### src/rtl/muldiv_unit.sv
// Iterative RV32M multiply/divide unit: shift-add multiply and restoring divide on operand
// magnitudes, one bit per clock, with a start/busy/done handshake for pipeline stalling.
module muldiv_unit #(
    parameter int unsigned WIDTH     = 32,
    parameter bit          EARLY_OUT = 1'b1
) (
    input  logic             clk,
    input  logic             rst,
    input  logic             start,
    input  logic             kill,
    input  logic [2:0]       func3,
    input  logic [WIDTH-1:0] srcA,
    input  logic [WIDTH-1:0] srcB,
    output logic             busy,
    output logic             done,
    output logic [WIDTH-1:0] result
);

    localparam int unsigned CntW = $clog2(WIDTH);
    localparam logic [WIDTH-1:0] MinVal = {1'b1, {(WIDTH-1){1'b0}}};

    typedef enum logic [1:0] {StIdle, StCalc, StFin} state_e;

    state_e               state_q, state_d;
    logic [CntW-1:0]      count_q, count_d;
    logic [2:0]           op_q, op_d;
    logic [WIDTH-1:0]     a_q, a_d;
    logic [WIDTH-1:0]     b_q, b_d;
    logic [2*WIDTH-1:0]   acc_q, acc_d;
    logic                 neg_q, neg_d;
    logic                 rneg_q, rneg_d;
    logic                 dz_q, dz_d;
    logic                 ovf_q, ovf_d;
    logic [WIDTH-1:0]     src_a_q, src_a_d;
    logic [WIDTH-1:0]     result_q, result_d;
    logic                 busy_q, busy_d;
    logic                 done_q, done_d;

    logic                 signed_a, signed_b, a_neg, b_neg, dz_in, ovf_in;
    logic [WIDTH-1:0]     a_mag, b_mag;
    logic [WIDTH:0]       msum, trial, diff;
    logic [2*WIDTH-1:0]   mul_next, div_next, prod_s;
    logic [WIDTH-1:0]     quo, rem, fin_val;

    always_comb begin
        signed_a = (func3 == 3'b001) || (func3 == 3'b010) || (func3 == 3'b100) ||
                   (func3 == 3'b110);
        signed_b = (func3 == 3'b001) || (func3 == 3'b100) || (func3 == 3'b110);
        a_neg    = signed_a & srcA[WIDTH-1];
        b_neg    = signed_b & srcB[WIDTH-1];
        a_mag    = a_neg ? -srcA : srcA;
        b_mag    = b_neg ? -srcB : srcB;
        dz_in    = func3[2] && (srcB == '0);
        ovf_in   = func3[2] && !func3[0] && (srcA == MinVal) && (srcB == '1);
    end

    // acc holds {product high, multiplier} for multiply and {remainder, quotient} for divide
    always_comb begin
        msum     = {1'b0, acc_q[2*WIDTH-1:WIDTH]} + {1'b0, (acc_q[0] ? a_q : '0)};
        mul_next = {msum, acc_q[WIDTH-1:1]};
        trial    = {acc_q[2*WIDTH-1:WIDTH], acc_q[WIDTH-1]};
        diff     = trial - {1'b0, b_q};
        if (!diff[WIDTH]) begin
            div_next = {diff[WIDTH-1:0], acc_q[WIDTH-2:0], 1'b1};
        end else begin
            div_next = {trial[WIDTH-1:0], acc_q[WIDTH-2:0], 1'b0};
        end
    end

    always_comb begin
        prod_s = neg_q ? -acc_q : acc_q;
        quo    = neg_q ? -acc_q[WIDTH-1:0] : acc_q[WIDTH-1:0];
        rem    = rneg_q ? -acc_q[2*WIDTH-1:WIDTH] : acc_q[2*WIDTH-1:WIDTH];
        unique case (op_q)
            3'b000:                 fin_val = prod_s[WIDTH-1:0];
            3'b001, 3'b010, 3'b011: fin_val = prod_s[2*WIDTH-1:WIDTH];
            3'b100, 3'b101:         fin_val = dz_q ? '1 : (ovf_q ? src_a_q : quo);
            default:                fin_val = dz_q ? src_a_q : (ovf_q ? '0 : rem);
        endcase
    end

    always_comb begin
        state_d  = state_q;
        count_d  = count_q;
        op_d     = op_q;
        a_d      = a_q;
        b_d      = b_q;
        acc_d    = acc_q;
        neg_d    = neg_q;
        rneg_d   = rneg_q;
        dz_d     = dz_q;
        ovf_d    = ovf_q;
        src_a_d  = src_a_q;
        result_d = result_q;
        busy_d   = busy_q;
        done_d   = 1'b0;
        if (kill) begin
            state_d = StIdle;
            busy_d  = 1'b0;
        end else begin
            case (state_q)
                StIdle: begin
                    if (start) begin
                        op_d    = func3;
                        a_d     = a_mag;
                        b_d     = b_mag;
                        acc_d   = {{WIDTH{1'b0}}, (func3[2] ? a_mag : b_mag)};
                        neg_d   = a_neg ^ b_neg;
                        rneg_d  = a_neg;
                        dz_d    = dz_in;
                        ovf_d   = ovf_in;
                        src_a_d = srcA;
                        count_d = '0;
                        busy_d  = 1'b1;
                        state_d = (EARLY_OUT && (dz_in || ovf_in)) ? StFin : StCalc;
                    end
                end
                StCalc: begin
                    count_d = count_q + 1'b1;
                    acc_d   = op_q[2] ? div_next : mul_next;
                    if (count_q == CntW'(WIDTH - 1)) begin
                        state_d = StFin;
                    end
                end
                StFin: begin
                    result_d = fin_val;
                    done_d   = 1'b1;
                    busy_d   = 1'b0;
                    state_d  = StIdle;
                end
                default: state_d = StIdle;
            endcase
        end
    end

    always_ff @(posedge clk or posedge rst) begin
        if (rst) begin
            state_q  <= StIdle;
            count_q  <= '0;
            op_q     <= '0;
            a_q      <= '0;
            b_q      <= '0;
            acc_q    <= '0;
            neg_q    <= 1'b0;
            rneg_q   <= 1'b0;
            dz_q     <= 1'b0;
            ovf_q    <= 1'b0;
            src_a_q  <= '0;
            result_q <= '0;
            busy_q   <= 1'b0;
            done_q   <= 1'b0;
        end else begin
            state_q  <= state_d;
            count_q  <= count_d;
            op_q     <= op_d;
            a_q      <= a_d;
            b_q      <= b_d;
            acc_q    <= acc_d;
            neg_q    <= neg_d;
            rneg_q   <= rneg_d;
            dz_q     <= dz_d;
            ovf_q    <= ovf_d;
            src_a_q  <= src_a_d;
            result_q <= result_d;
            busy_q   <= busy_d;
            done_q   <= done_d;
        end
    end

    assign busy   = busy_q;
    assign done   = done_q;
    assign result = result_q;

endmodule
### config.mk
export PLATFORM = sky130hd
export DESIGN_NAME = muldiv_unit
export DESIGN_NICKNAME = d
export VERILOG_FILES = /design/src/rtl/muldiv_unit.sv
export SDC_FILE = /design/constraint.sdc
export NUM_CORES = 1
export LEC_CHECK = 0
export CORE_MARGIN = 1.5
export CORE_UTILIZATION = 45
export CTS_CLUSTER_SIZE = 8
export DETAILED_ROUTE_END_ITERATION = 16
export GPL_TIMING_DRIVEN = 0
export HOLD_SLACK_MARGIN = 0.1
export PLACE_DENSITY = 0.62
export SYNTH_ARGS = -nofsm -noshare
export SYNTH_HDL_FRONTEND = slang
export SYNTH_SLANG_ARGS = --single-unit
### constraint.sdc
create_clock -name clk -period 9.39 [get_ports clk]
set_clock_uncertainty 0.15 [all_clocks]
set_input_delay 0.939 -clock clk [delete_from_list [all_inputs] [get_ports clk]]
set_output_delay 0.939 -clock clk [all_outputs]
set_load 0.1 [all_outputs]
[After elaboration in Yosys (flattened, before gate mapping)]
Cells that the tools add are included.
Storage, ports and cells
  flip-flop bits (word level): 208
  input port bits: 71
  output and inout port bits: 34
  logic and storage cells: 94
Cells by class
  add/sub/neg operators: 8
  equal/unequal tests: 17
  mux-type cells: 28
  bitwise logic cells: 4
  reduce and logical (&&, ||, !) cells: 23
Operators with widths (number)
  two-way mux 32 bit: 10
  two-way mux 64 bit: 4
  negation 32 bit: 4
  case mux 64 bit (2 select lines): 1
  case mux 32 bit (3 select lines): 1
  == test 32 bit, second input constant: 2
  negation 64 bit: 1
  adder 32 x 32 -> 33 bit: 1
  subtractor 33 x 32 -> 33 bit: 1
  zero test 32 bit: 1
  == test 3 bit, second input constant: 4
  case mux 5 bit (2 select lines): 1
  == test 3 x 2 -> 1 bit, second input constant: 3
  two-way mux 2 bit: 4
  == test 3 x 1 -> 1 bit, second input constant: 2
  logical OR 1 bit: 6
  != test 3 bit, second input constant: 2
  AND reduction 2 bit: 3
  AND reduction 3 bit: 2
  adder 5 x 1 -> 5 bit, second input constant: 1
  == test 5 bit, second input constant: 1
  two-way mux 5 bit: 1
  logical AND 1 bit: 4
  two-way mux 1 bit: 4
  other kinds (15): 16

[Logic depth before layout (Yosys ltp)]
  depth after elaboration: 9
  mapped depth: 15
  depth with buffers taken out: 13

[Least setup slack after synthesis]
OpenSTA, ideal clock, no wires.
  kind: input -> register
  from: input srcB[6]
  to: register acc_q[26]
  setup time: 121 ps
  arrival time: 3304 ps
  required time: 9119 ps
  slack: 5814 ps
  stages: 9
  path buffers: 1
  path through: or4_1 > or3_1 > clkbuf_1 > or4_1 > o31ai_1 > xor2_1 > nor2b_1 > a211oi_1 > o22a_1
Between the ends
  word-level cells in the longest chain between the ends: 5
RTL lines
  start, declared: RTL line 13  | input logic [WIDTH-1:0] srcB,
  negation 32 bit: RTL line 52  | b_mag = b_neg ? -srcB : srcB;
  two-way mux 32 bit: RTL line 52
  two-way mux 32 bit: RTL line 107  | acc_d = {{WIDTH{1'b0}}, (func3[2] ? a_mag : b_mag)};
  two-way mux 64 bit: RTL line 103  | if (start) begin
  case mux 64 bit (2 select lines): RTL line 101  | case (state_q)
  end signal, assigned: RTL line 143  | acc_q <= '0;
  end signal, assigned: RTL line 158  | acc_q <= acc_d;
  end, declared: RTL line 29  | logic [2*WIDTH-1:0] acc_q, acc_d;
No other way between the ends. The select of a mux whose other input is x is not followed.
A chain may end at the register's enable or synchronous reset.

[Final worst setup path]
  from: register acc_q[0]
  to: register acc_q[62]
Between the ends
  word-level cells in the longest chain between the ends: 4
RTL lines
  two-way mux 32 bit: RTL line 59  | msum = {1'b0, acc_q[2*WIDTH-1:WIDTH]} + {1'b0, (acc_q[0] ? a_q : '0)};
  adder 32 x 32 -> 33 bit: RTL line 59
  two-way mux 64 bit: RTL line 120  | acc_d = op_q[2] ? div_next : mul_next;
  case mux 64 bit (2 select lines): RTL line 101
No other way between the ends.

==> impl_metrics.ini <==
[synth]
synth_edf_count = 0
synth.cell_area_um2 = 16860
synth_top_area_share_pct = 30.72
synth_area_per_cell_um2 = 7.853
postSynthCellCount = 2147
synthFlopType = dfrtp_1
async_flop_share_pct = 100.0
synth.yosys.seq_area_share_pct = 30.72
synth_nets = 2291
yosys.area.top_type = dfrtp_1
synth_area_leaders = dfrtp_1, nand2_1, o21ai_0
postSynthRegisterBits = 207
yosys.cell_types.count = 69
yosys_warnings = 0

[sta]
fin_crit_ps = 4756
fin_crit_sh_pct = 50.65
worstMarginPinSlew_ps = 1456
grt_setup_unrepaired = false
hold_violations = 0
timing.fmax_mhz = 210.3
max_slew_margin_pct = 2.199
drv_slew = 0
setup_viol = 0

[clock_tree]
cts_resized = 0
cts_setup_buffers = 0
path_clk_slew_ps = 60
numCtsBuffers = 30
cts-root-buf = clkbuf_16
clock_path_buffers = 3
holdBufCountCts = 0
cts.sinks = 207
clock_latency_ps = 610
cts_tree = done
h-tree-depth = 1

[setup_path]
worst-setup-path-type = flop to flop
critPathRequiredTime_ps = 9670
crit_top_cell = o21ai_0
cp-start-kind = flop
path_buf_inv = 3
cpPeakStageDelay_ps = 560
arrival_ps = 5040
crit_family = compound AO/OA/AOI/OAI gates
cp_slowest_cell = clkbuf_1
cp_max_fo = 10
end_kind = flop
crit_chain = clkbuf_1 > clkbuf_1 > nand2_1 > inv_1 > ha_1 > a211oi_1 > o21ai_0 > a31oi_1 > o21ai_0 > a31oi_1 > o21ai_0 > nor2b_1 > o41ai_1 > o211ai_1

[route]
drt-wirelength-per-cell_um = 27.24
first_pass_iters = 6
ant_nets = 0
wl_mm = 75.02
first_iter_violations = 1853
drc = 0
via_count = 17560
via_per_inst = 6.378

[grt]
grt_max_degree = 123
grt_pass1_wl_mm = 109.4
grt_pass1_vias = 16680
antenna_found_initial = 1
overflow = 0
grt_usage_pct = 38.63

[floorplanning]
start_util_pct = 45.83
dieArea_um2 = 38640
io_pins = 105
rows = 70
die_w_um = 196.6
chipHeight_um = 196.6
core_um2 = 36790

[placement]
dp_hpwl_mm = 60.14
gp_congestion = 1.007
io_buffers = 102

[layout]
area.growth.synth_to_final_pct = 14.60
diodes = 0
drive_gt1_share_pct = 2.843
nets = 2426
final_util_pct = 52.53

[job]
drv_cap = 0

[pwr]
power_mw = 6.866
ir_worst_vdd_mv = 0.1742
power.leakage_nw = 8.132
power_density_nw_per_um2 = 355.3

[status]
status = complete, no violations

[min_path]
hp-class = flop to flop
-- synthesized netlist by cell type (14+ instances only) --
library cell	number
ha_1	71
o21ai_0	217
a221oi_1	26
nand4_1	18
nor3_1	48
xor2_1	90
inv_1	60
or3_1	14
a21oi_1	167
a211oi_1	17
a31oi_1	16
o22ai_1	27
dfrtp_1	207
o211ai_1	22
nand3_1	21
o31ai_1	49
nand2b_1	20
a21o_1	29
clkbuf_1	134
nor2_1	130
a22oi_1	22
and2_1	38
nor2b_1	21
xnor2_1	114
nand2_1	328
mux2i_1	82
buf_1	15
-- logic make-up after synthesis --
| family | share of synthesized area, % |
|---|---|
| buffers and inverters | 4.883 |
| DFF | 30.72 |
| and+or+nand+nor | 19.17 |
| AOI/OAI and AO/OA | 23.92 |
| xor gates and xnor gates | 10.60 |
| muxes | 5.202 |
| adders and majority gates | 5.506 |
-- worst min-delay path: cells and delay by family (launching register included) --
| kind | cells | cell delay, ps |
|---|---|---|
| flops | 1 | 340 |
| simple gates | 1 | 50 |
| compound gates | 1 | 50 |
-- where the power goes --
part / leakage [nW] / internal [mW] / switching [mW]
registers: 2.63 / 1.21 / 0.412
clock network: 0.402 / 0.579 / 0.424
logic: 5.10 / 1.44 / 2.80
-- per-layer routing --
layer,global-route usage (%),vias to the layer above,part of all wire [%]
li1,-,7893,-
met1,55.77,8591,44
met2,57.95,932,43
met3,5.852,146,8.9
met4,14.99,2,4.2
met5,0,-,0.015
-- registers in the layout, indices dropped and copies added (netlist names), 2 cells and up --
| signal | flops |
|---|---|
| acc_q | 64 |
| b_q | 32 |
| result | 32 |
| src_a_q | 31 |
| count_q | 5 |
| state_q | 2 |
| a_q | 32 |
| op_q | 3 |
-- layout by cell type (no fill, tap or decap), types with 18 or more instances in the layout --
master and instances:
nand2_1 328, o21ai_0 217, dfrtp_1 207, a21oi_1 167
clkbuf_1 136, nor2_1 130, xnor2_1 114, clkdlybuf4s50_1 102
xor2_1 90, mux2i_1 82, ha_1 71, inv_1 59
o31ai_1 49, nor3_1 48, and2_1 38, clkbuf_16 30
a21o_1 29, o22ai_1 27, a221oi_1 26, o211ai_1 22
a22oi_1 22, nor2b_1 21, nand3_1 21, nand2b_1 20
nand4_1 18
-- through the flow --
stage	TNS (ps)	cells	setup slack, ps	instance area, µm²	hold slack, ps
after floorplan	0	2147	2649	16860	288.3
after detailed placement	0	2718	4517	18500	313.6
after CTS	0	2754	4785	19320	324.5
after global placement	-61540	2717	-338.5	18470	306.5
final	0	2754	4634	19320	321.3
after global routing	0	2754	4340	19320	350.6
-- final timing paths --
check | slack, ps | start | to | cells past startpoint
worst max register to register | 4630 | acc_q[0] | acc_q[62] | 14
max in group asynchronous | 7330 | rst | acc_q[41] | 3
worst max-delay path | 4630 | acc_q[0] | acc_q[62] | 14
worst min register to register | 320 | result[22] | result[22] | 2
min in group asynchronous | 660 | rst | result[14] | 2
worst min-delay path | 320 | result[22] | result[22] | 2
-- cell type report --
| class | instances | area [µm²] |
|---|---|---|
| fillers | 3573 | 17460 |
| clock inverters | 2 | 35.03 |
| repair buffers | 103 | 1049 |
| multi-input cells | 1725 | 10860 |
| flip-flops and latches | 207 | 5180 |
| well taps | 468 | 585.6 |
| inverters | 60 | 232.7 |
| plain buffers | 155 | 598.1 |
| clock buffers | 34 | 785.8 |
Note: power is estimated with default switching activity, not from simulation.
